**src/rtl/enemy_group.sv**
```systemverilog
// rtl/enemy_group.sv - grid enemy controller: turn-based stepping, kill strobe, cell renderer
module enemy_group #(
    parameter int         N_ENEMIES   = 4,
    parameter int         CELL_LOG2   = 6,
    parameter int         GRID_W      = 16,
    parameter int         GRID_H      = 12,
    parameter logic [3:0] PLAY_STATE  = 4'd2,
    parameter logic [3:0] ENEMY_TURN  = 4'd1,
    parameter logic [11:0] ENEMY_COLOR = 12'hF00
) (
    input  logic                 clk,
    input  logic                 rst,
    input  logic [10:0]          hcount_in,
    input  logic [9:0]           vcount_in,
    input  logic [3:0]           state_in,
    input  logic [3:0]           turn_in,
    input  logic [1:0]           rotate_in,
    input  logic                 kill_valid_in,
    input  logic [3:0]           kill_idx_in,
    output logic [N_ENEMIES-1:0] alive_out,
    output logic                 busy_out,
    output logic                 finished_out,
    output logic [11:0]          pixel_out
);

    localparam int XW = $clog2(GRID_W);
    localparam int YW = $clog2(GRID_H);
    localparam int IW = (N_ENEMIES > 1) ? $clog2(N_ENEMIES) : 1;

    localparam logic [XW-1:0] X_MAX    = XW'(GRID_W - 1);
    localparam logic [YW-1:0] Y_MAX    = YW'(GRID_H - 1);
    localparam logic [IW-1:0] IDX_LAST = IW'(N_ENEMIES - 1);
    localparam logic [11:0]   H_LIM    = 12'(GRID_W << CELL_LOG2);
    localparam logic [10:0]   V_LIM    = 11'(GRID_H << CELL_LOG2);

    typedef enum logic [1:0] {IDLE, MOVE, DONE} state_t;

    state_t            state, state_nx;
    logic [IW-1:0]     idx, idx_nx;
    logic              go, go_q, trig;

    logic [XW-1:0]     xs [N_ENEMIES];
    logic [YW-1:0]     ys [N_ENEMIES];
    logic [N_ENEMIES-1:0] alive;

    logic [XW-1:0]     cur_x, tx;
    logic [YW-1:0]     cur_y, ty;
    logic              in_range, blocked, kill_ok, kill_here, move_en;

    logic [10:0]       cx;
    logic [9:0]        cy;
    logic              visible, hit;

    assign go   = (state_in == PLAY_STATE) && (turn_in == ENEMY_TURN);
    assign trig = go && !go_q;

    assign kill_ok   = kill_valid_in && ({1'b0, kill_idx_in} < 5'(N_ENEMIES));
    assign kill_here = kill_ok && (kill_idx_in == 4'(idx));

    assign alive_out    = alive;
    assign busy_out     = (state == MOVE);
    assign finished_out = (state == DONE);

    // go history for rising-edge detection
    always_ff @(posedge clk or posedge rst) begin
        if (rst) go_q <= 1'b0;
        else     go_q <= go;
    end

    // FSM state and slot index register
    always_ff @(posedge clk or posedge rst) begin
        if (rst) begin
            state <= IDLE;
            idx   <= '0;
        end else begin
            state <= state_nx;
            idx   <= idx_nx;
        end
    end

    // FSM next state: abort on go loss, DONE lasts one cycle
    always_comb begin
        state_nx = state;
        idx_nx   = idx;
        case (state)
            IDLE: begin
                if (trig) begin
                    state_nx = MOVE;
                    idx_nx   = '0;
                end
            end
            MOVE: begin
                if (!go)                   state_nx = IDLE;
                else if (idx == IDX_LAST)  state_nx = DONE;
                else                       idx_nx   = idx + IW'(1);
            end
            DONE:    state_nx = IDLE;
            default: state_nx = IDLE;
        endcase
    end

    // target cell of the indexed slot, clamped to the grid and blocked by other live slots
    always_comb begin
        cur_x    = xs[idx];
        cur_y    = ys[idx];
        tx       = cur_x;
        ty       = cur_y;
        in_range = 1'b0;
        blocked  = 1'b0;
        case (rotate_in)
            2'd0: begin in_range = (cur_x != X_MAX); tx = cur_x + XW'(1); end
            2'd1: begin in_range = (cur_y != Y_MAX); ty = cur_y + YW'(1); end
            2'd2: begin in_range = (cur_x != '0);    tx = cur_x - XW'(1); end
            default: begin in_range = (cur_y != '0); ty = cur_y - YW'(1); end
        endcase
        for (int j = 0; j < N_ENEMIES; j++) begin
            if ((IW'(j) != idx) && alive[j] && (xs[j] == tx) && (ys[j] == ty))
                blocked = 1'b1;
        end
        move_en = (state == MOVE) && go && alive[idx] && !kill_here && in_range && !blocked;
    end

    // slot positions and alive bits; a same-cycle kill suppresses the move via move_en
    always_ff @(posedge clk or posedge rst) begin
        if (rst) begin
            for (int i = 0; i < N_ENEMIES; i++) begin
                xs[i] <= XW'(2 * i);
                ys[i] <= '0;
            end
            alive <= '1;
        end else begin
            if (move_en) begin
                xs[idx] <= tx;
                ys[idx] <= ty;
            end
            for (int i = 0; i < N_ENEMIES; i++) begin
                if (kill_ok && (kill_idx_in == 4'(i)))
                    alive[i] <= 1'b0;
            end
        end
    end

    // cell lookup for the current raster position
    always_comb begin
        cx      = hcount_in >> CELL_LOG2;
        cy      = vcount_in >> CELL_LOG2;
        visible = ({1'b0, hcount_in} < H_LIM) && ({1'b0, vcount_in} < V_LIM);
        hit     = 1'b0;
        for (int i = 0; i < N_ENEMIES; i++) begin
            if (alive[i] && (cx == 11'(xs[i])) && (cy == 10'(ys[i])))
                hit = 1'b1;
        end
    end

    // registered pixel, one cycle behind the raster counters
    always_ff @(posedge clk or posedge rst) begin
        if (rst)                 pixel_out <= 12'h000;
        else if (visible && hit) pixel_out <= ENEMY_COLOR;
        else                     pixel_out <= 12'h000;
    end

endmodule

```
**config.mk**
```make
export PLATFORM = sky130hd
export DESIGN_NAME = enemy_group
export DESIGN_NICKNAME = d
export VERILOG_FILES = /design/src/rtl/enemy_group.sv
export SDC_FILE = /design/constraint.sdc
export NUM_CORES = 1
export LEC_CHECK = 0
export BUFFER_PORTS_ARGS = -buffer_cell sky130_fd_sc_hd__buf_2
export CORE_UTILIZATION = 53
export DETAILED_ROUTE_END_ITERATION = 8
export PLACE_DENSITY = 0.78
export SLEW_MARGIN = 20
export SYNTH_ARGS = -nofsm -noshare
export SYNTH_HDL_FRONTEND = slang
export SYNTH_SLANG_ARGS = --single-unit
```
**constraint.sdc**
```tcl
create_clock -name clk -period 3.35 [get_ports clk]
set_input_delay 0.335 -clock clk [delete_from_list [all_inputs] [get_ports clk]]
set_output_delay 0.335 -clock clk [all_outputs]
set_load 0.02 [all_outputs]
```
# Word-level counts from Yosys, hierarchy flattened
# Index checks and enable logic that the tools add are counted.
[totals] register_bits=53 inputBits=38 output_inout_bits=18 wordCells=145
[classes] addsub=5 order_cmp=6 eq_ne=36 muxes=32 bitwise_logic=1 reduce_logical=49
[ops] op="$eq A4 B4 Y1" n=12
[ops] op="$logic_and A1 B1 Y1" n=36
[ops] op="$bwmux W16" n=2
[ops] op="$eq A5 B4 Y1" n=4
[ops] op="$mux W4" n=5
[ops] op="$bmux W4 S2" n=2
[ops] op="$pmux W4 S2" n=2
[ops] op="$eq A4 B2 Y1 const B" n=3
[ops] op="$mux W12" n=1
[ops] op="$mux W2" n=6
[ops] op="$lt A11 B11 Y1 const B" n=1
[ops] op="$lt A10 B10 Y1 const B" n=1
[ops] op="$mux W1" n=9
[ops] op="$add A4 B1 Y4 const B" n=2
[ops] op="$demux W4 S2" n=1
[ops] op="$eq A4 B1 Y1 const B" n=2
[ops] op="$ne A4 B4 Y1 const B" n=2
[ops] op="$pmux W2 S2" n=2
[ops] op="$reduce_bool A4 Y1" n=2
[ops] op="$sub A4 B1 Y4 const B" n=2
[ops] op="$eq A2 B2 Y1 const B" n=3
[ops] op="$eq A2 B1 Y1 const B" n=2
[ops] op="$eq A4 B2 Y1" n=1
[ops] op="$logic_not A2 Y1" n=2
[ops] op="other kinds (19)" n=24

# Longest topological paths before layout
[depth] ltp_word=15 ltp_mapped=13

# Worst setup path before layout
# Ideal clock, no wire load.
[synth_path] path_kind="register -> register" start="register idx[0]" end="register xs[5] (netlist name)" arrival_time_ns=3.578 required_ns=3.222 path_slack_ns=-0.356 stages_incl_launch_ff=14 path_buffers=3 cell_sequence="dfrtp_1 buf_6 mux4_2 ha_1 clkbuf_1 nor2_1 a22oi_1 o21ai_0 or2_1 buf_4 xnor3_1 a32oi_4 nand4_4 mux2_1"
[synth_between] elab_chain_cells=15
[synth_lines] element="start, declared" line_no="39" text="logic [IW-1:0] idx, idx_nx;"
[synth_lines] element="start signal, assigned" line_no="77" text="idx <= idx_nx;"
[synth_lines] element="$not A2 Y3 (not written as such)" line_no="104, 105, 133"
[synth_lines] element="$bmux W4 S2" line_no="104" text="cur_x = xs[idx];"
[synth_lines] element="$mux W4 (not written as such) (2 in series)" line_no="104"
[synth_lines] element="$sub A4 B1 Y4 or $add A4 B1 Y4 (tied branches)" line_no="113, 111"
[synth_lines] element="$pmux W4 S2" line_no="110" text="case (rotate_in)"
[synth_lines] element="$eq A4 B4 Y1" line_no="117" text="if ((IW'(j) != idx) && alive[j] && (xs[j] == tx) && (ys[j] == ty))"
[synth_lines] element="$logic_and A1 B1 Y1 (2 in series)" line_no="117"
[synth_lines] element="$mux W1 (4 in series)" line_no="117"
[synth_lines] element="$logic_not A1 Y1" line_no="120" text="move_en = (state == MOVE) && go && alive[idx] && !kill_here && in_range && !blocked;"
[synth_lines] element="$logic_and A1 B1 Y1" line_no="120"
[synth_lines] element="end signal, assigned by index" line_no="127" text="xs[i] <= XW'(2 * i);"
[synth_lines] element="end signal, assigned by index" line_no="133" text="xs[idx] <= tx;"
[synth_lines] element="end, declared" line_no="42" text="logic [XW-1:0] xs [N_ENEMIES];"
# Parallel ways exist; a longest one is shown, timed or not. The select of a mux whose other input is x is not followed.
# A chain may end at the register's enable or synchronous reset.

# Worst setup path in the final report
[layout_path] start="register idx[0]" end="register xs[11] (netlist name)"
# The elaborated chain is that of the path after synthesis.

==> qor.csv <==
stage;metric;value;unit
grt;grt_max_degree;43;
layout;design_area;0.00525;mm^2
sta;setup_viol;32;
placement;dpl_cell_area;0.00482;mm^2
pwr;comb_power_share;24.1;%
floorplan;die_h;89.8;um
worst_setup_path;start_kind;register;
logic_synthesis;synthArstFlopShare;100;%
sta;fin_hold_ws;0.150;ns
status;violations;negative setup slack;
pwr;swShare;31.1;%
pwr;power_density;215;mW/mm^2
sta;grt_setup_unrepaired;true;
sta;period_needed;3.58;ns
sta;tightest_slew;0.726;ns
routing;wirelength;12700;um
worst_hold_path;hold_class;in -> async;
worst_setup_path;r2r-start;idx[0]$_DFFE_PP0P_;
floorplan;initial_core_util;55.7;%
routing;dr.max_layer_used;met4;
logic_synthesis;synth_area_leaders;dfrtp_1 (21%), xnor2_1 (9.2%), mux2_1 (6.9%);
clock_tree;ctsHoldBuffers;0;
sta;slew_headroom;50.3;%
layout;n_antenna_cell;0;
logic_synthesis;synth-main-ff-cell;dfrtp_1;
placement;dp_hpwl;8900;um
grt;grt_antenna_before_repair;0;
job;drv_cap;0;
clock_tree;clkTransAtPathRegs;0.09;ns
floorplan;ioPinCount;56;
logic_synthesis;yosysWarningCount;0;
layout;layout.nets;539;
worst_setup_path;crit_buf_inv;4;
sta;tns;-5.93;ns
routing;via_per_inst;6.11;
routing;vias;3619;
pwr;irDropWorstVdd;0.000200;V
logic_synthesis;ys_seq_area_share;26.0;%
worst_setup_path;cp-end-kind;register;
worst_setup_path;critPathRequiredTime;3.53;ns
logic_synthesis;synth_edf_count;0;
routing;wl_met2;6150;um
pwr;p_leak;2.46;nW
sta;hold_viol_final;0;
placement;port_buffers;35;
logic_synthesis;syn_area;0.00408;mm^2
routing;drtIter0Drc;367;
logic_synthesis;yosysTopAreaCell;dfrtp_1;
routing;antenna_left;0;
pwr;p_total;0.00113;W
layout;fill_cells;510;
logic_synthesis;synth_top_area_share;20.8;%
routing;drt-met1-wl;5030;um
routing;drcViolationCount;0;
pwr;p_int;0.000779;W
grt;grt.total_usage;30.6;%
pwr;p_sw;0.000351;W
clock_tree;cts_buffer_depth;2;
worst_setup_path;crit_top_cell;buf_12;
worst_setup_path;cp_slowest_cell;mux4_2;
worst_setup_path;crit_fanout;5;
status;outcome;finished, violations left;
worst_setup_path;path_cells;buf_6 > buf_4 > mux4_2 > ha_4 > nor2_1 > a22oi_1 > o21ai_1 > or2_4 > xnor3_1 > a32oi_4 > buf_12 > nand4_4 > buf_12 > mux2_4;
layout;final_layout_size_suffix_gt1_share;42.8;%
logic_synthesis;syn_inst;405;
floorplan;rows;31;
placement;gp_congestion;1.01;
layout;syn_to_final_growth;28.6;%
pwr;power.share.clock;29.4;%
logic_synthesis;syn_avg_cell_area;10.1;um^2
grt;grt_pass1_vias;3594;
clock_tree;cts_made_buffers;5;
pwr;sequentialPowerShare;46.6;%
clock_tree;clock-sinks;42;
routing;firstDrtPassIters;5;
clock_tree;htreeDepth;2;
sta;fin_crit_sh;107;%
clock_tree;cts_tree;built;
worst_setup_path;slowest_delay;0.55;ns
routing;met3_length;945;um
sta;finalMaxSlewViolations;0;
sta;layout_setup_ws;-0.226;ns
clock_tree;worstSkewPairLatency;0.30;ns
worst_setup_path;critical_path_class;reg -> reg;
worst_setup_path;arrival;3.76;ns
worst_setup_path;critPathTopFamily;multiplexers;
worst_setup_path;crit_path_start;idx[0]$_DFFE_PP0P_;
grt;gr-total-overflow;0;
placement;dp_slack;-0.305;ns
floorplan;die_w;89.8;um
floorplan;core;0.00733;mm^2
grt;grt_pass1_wl;19200;um
logic_synthesis;ys_seq_elements;42;
sta;max_freq;280;MHz
floorplan;die_area;0.00806;mm^2
clock_tree;cts_root_buf;clkbuf_8;
sta;skew;0.00536;ns
logic_synthesis;synth.distinct_cells;67;
routing;wl_per_cell;21.4;um
## sequential cells by signal, summed over array words and instances (netlist names)
register and count:
alive_out 4, go_q 1, idx 2, pixel_out 1, state 2, xs 16, ys 16
## metal layers
metal | global-route usage (%) | vias up
li1 | - | 1600
met4 | 12.3 | 0
met2 | 50.8 | 188
met5 | 0 | -
met1 | 40.3 | 1784
met3 | 4.23 | 47
## cell families (layout without fill, tap and decap cells)
family                     after synthesis  count (layout)  share of synthesized area [%]
AOI/OAI and AO/OA                       56              56                           11.3
xor gates and xnor gates                80              80                           19.0
adders and majority gates                9               9                           2.94
buffers and inverters                   62             143                           7.23
DFF                                     42              42                           26.0
muxes                                   59              59                           18.7
other                                    1               8                         0.0919
and+or+nand+nor                         96              96                           14.8
## layout by cell type (no fill, tap or decap), types with 10 or more instances in the layout
cell type	instances
inv_1	12
buf_4	68
mux4_2	10
buf_2	35
dfrtp_1	34
mux2i_1	12
nand3_1	12
xnor2_1	41
mux2_4	34
xor2_1	31
nor2_1	12
nand2_1	15
## synth_stat cells (4+ instances only)
master / n
o21ai_0: 9
nor2_1: 12
inv_1: 15
ha_1: 8
xor2_1: 32
mux2_1: 25
buf_2: 5
clkbuf_1: 23
mux4_2: 10
a221oi_1: 5
xnor3_1: 4
mux2i_1: 12
or3_1: 6
mux2_2: 12
a31oi_1: 5
nand2b_1: 5
buf_4: 13
dfrtp_1: 34
a21oi_1: 8
and2_1: 5
nand4_1: 5
nand3_1: 12
nor4_1: 7
nor2b_1: 6
xnor2_1: 43
nand2_1: 15
dfstp_2: 8
## power groups by stage
stage               clock network, W  logic, W  registers [W]
global route                0.000355  0.000287       0.000527
global placement                   0  0.000238       0.000535
detailed placement                 0  0.000244       0.000535
CTS                         0.000334  0.000255       0.000526
finish                      0.000332  0.000272       0.000527
floorplan                          0  0.000164       0.000536
## through the flow
stage | cells | util [%]
global placement | 571 | 65.8
global route | 592 | 71.6
floorplan | 412 | -
CTS | 588 | 70.0
finish | 592 | 71.6
detailed placement | 571 | 65.8
## layout make-up
type                       count  area, um^2  area share, %
multi-input combinational    308        3010           57.3
clock inverter                 2        13.8          0.262
clock buffer                   6        72.6           1.38
tap                           99         124           2.36
sequential                    42        1060           20.2
inverter                      17        63.8           1.22
timing repair buffer         118         907           17.3
## worst min-delay path, stage by stage
cell	delay (ns)
buf_2	0.10
clkinv_1	0.03
buf_4	0.44
## what timing repair did
action	CTS	global route
endpoints found under the hold margin	0	0
gates resized for setup	32	14
setup endpoints to repair	32	32
pin swaps	14	14
buffers inserted	9	4
## worst paths after layout
path | to | cells past startpoint | slack, ns
max in group asynchronous | xs[1]$_DFFE_PP1P_ | 3 | 2.82
min in group clk | pixel_out[10]$_DFF_PP0_ | 2 | 0.23
worst max-delay path | xs[11]$_DFFE_PP0P_ | 14 | -0.23
worst min register to register | alive_out[1]$_DFFE_PP1P_ | 1 | 0.52
worst min-delay path | ys[12]$_DFFE_PP0P_ | 3 | 0.15
worst max register to register | xs[11]$_DFFE_PP0P_ | 14 | -0.23
Power figures use the tool's default switching activity.
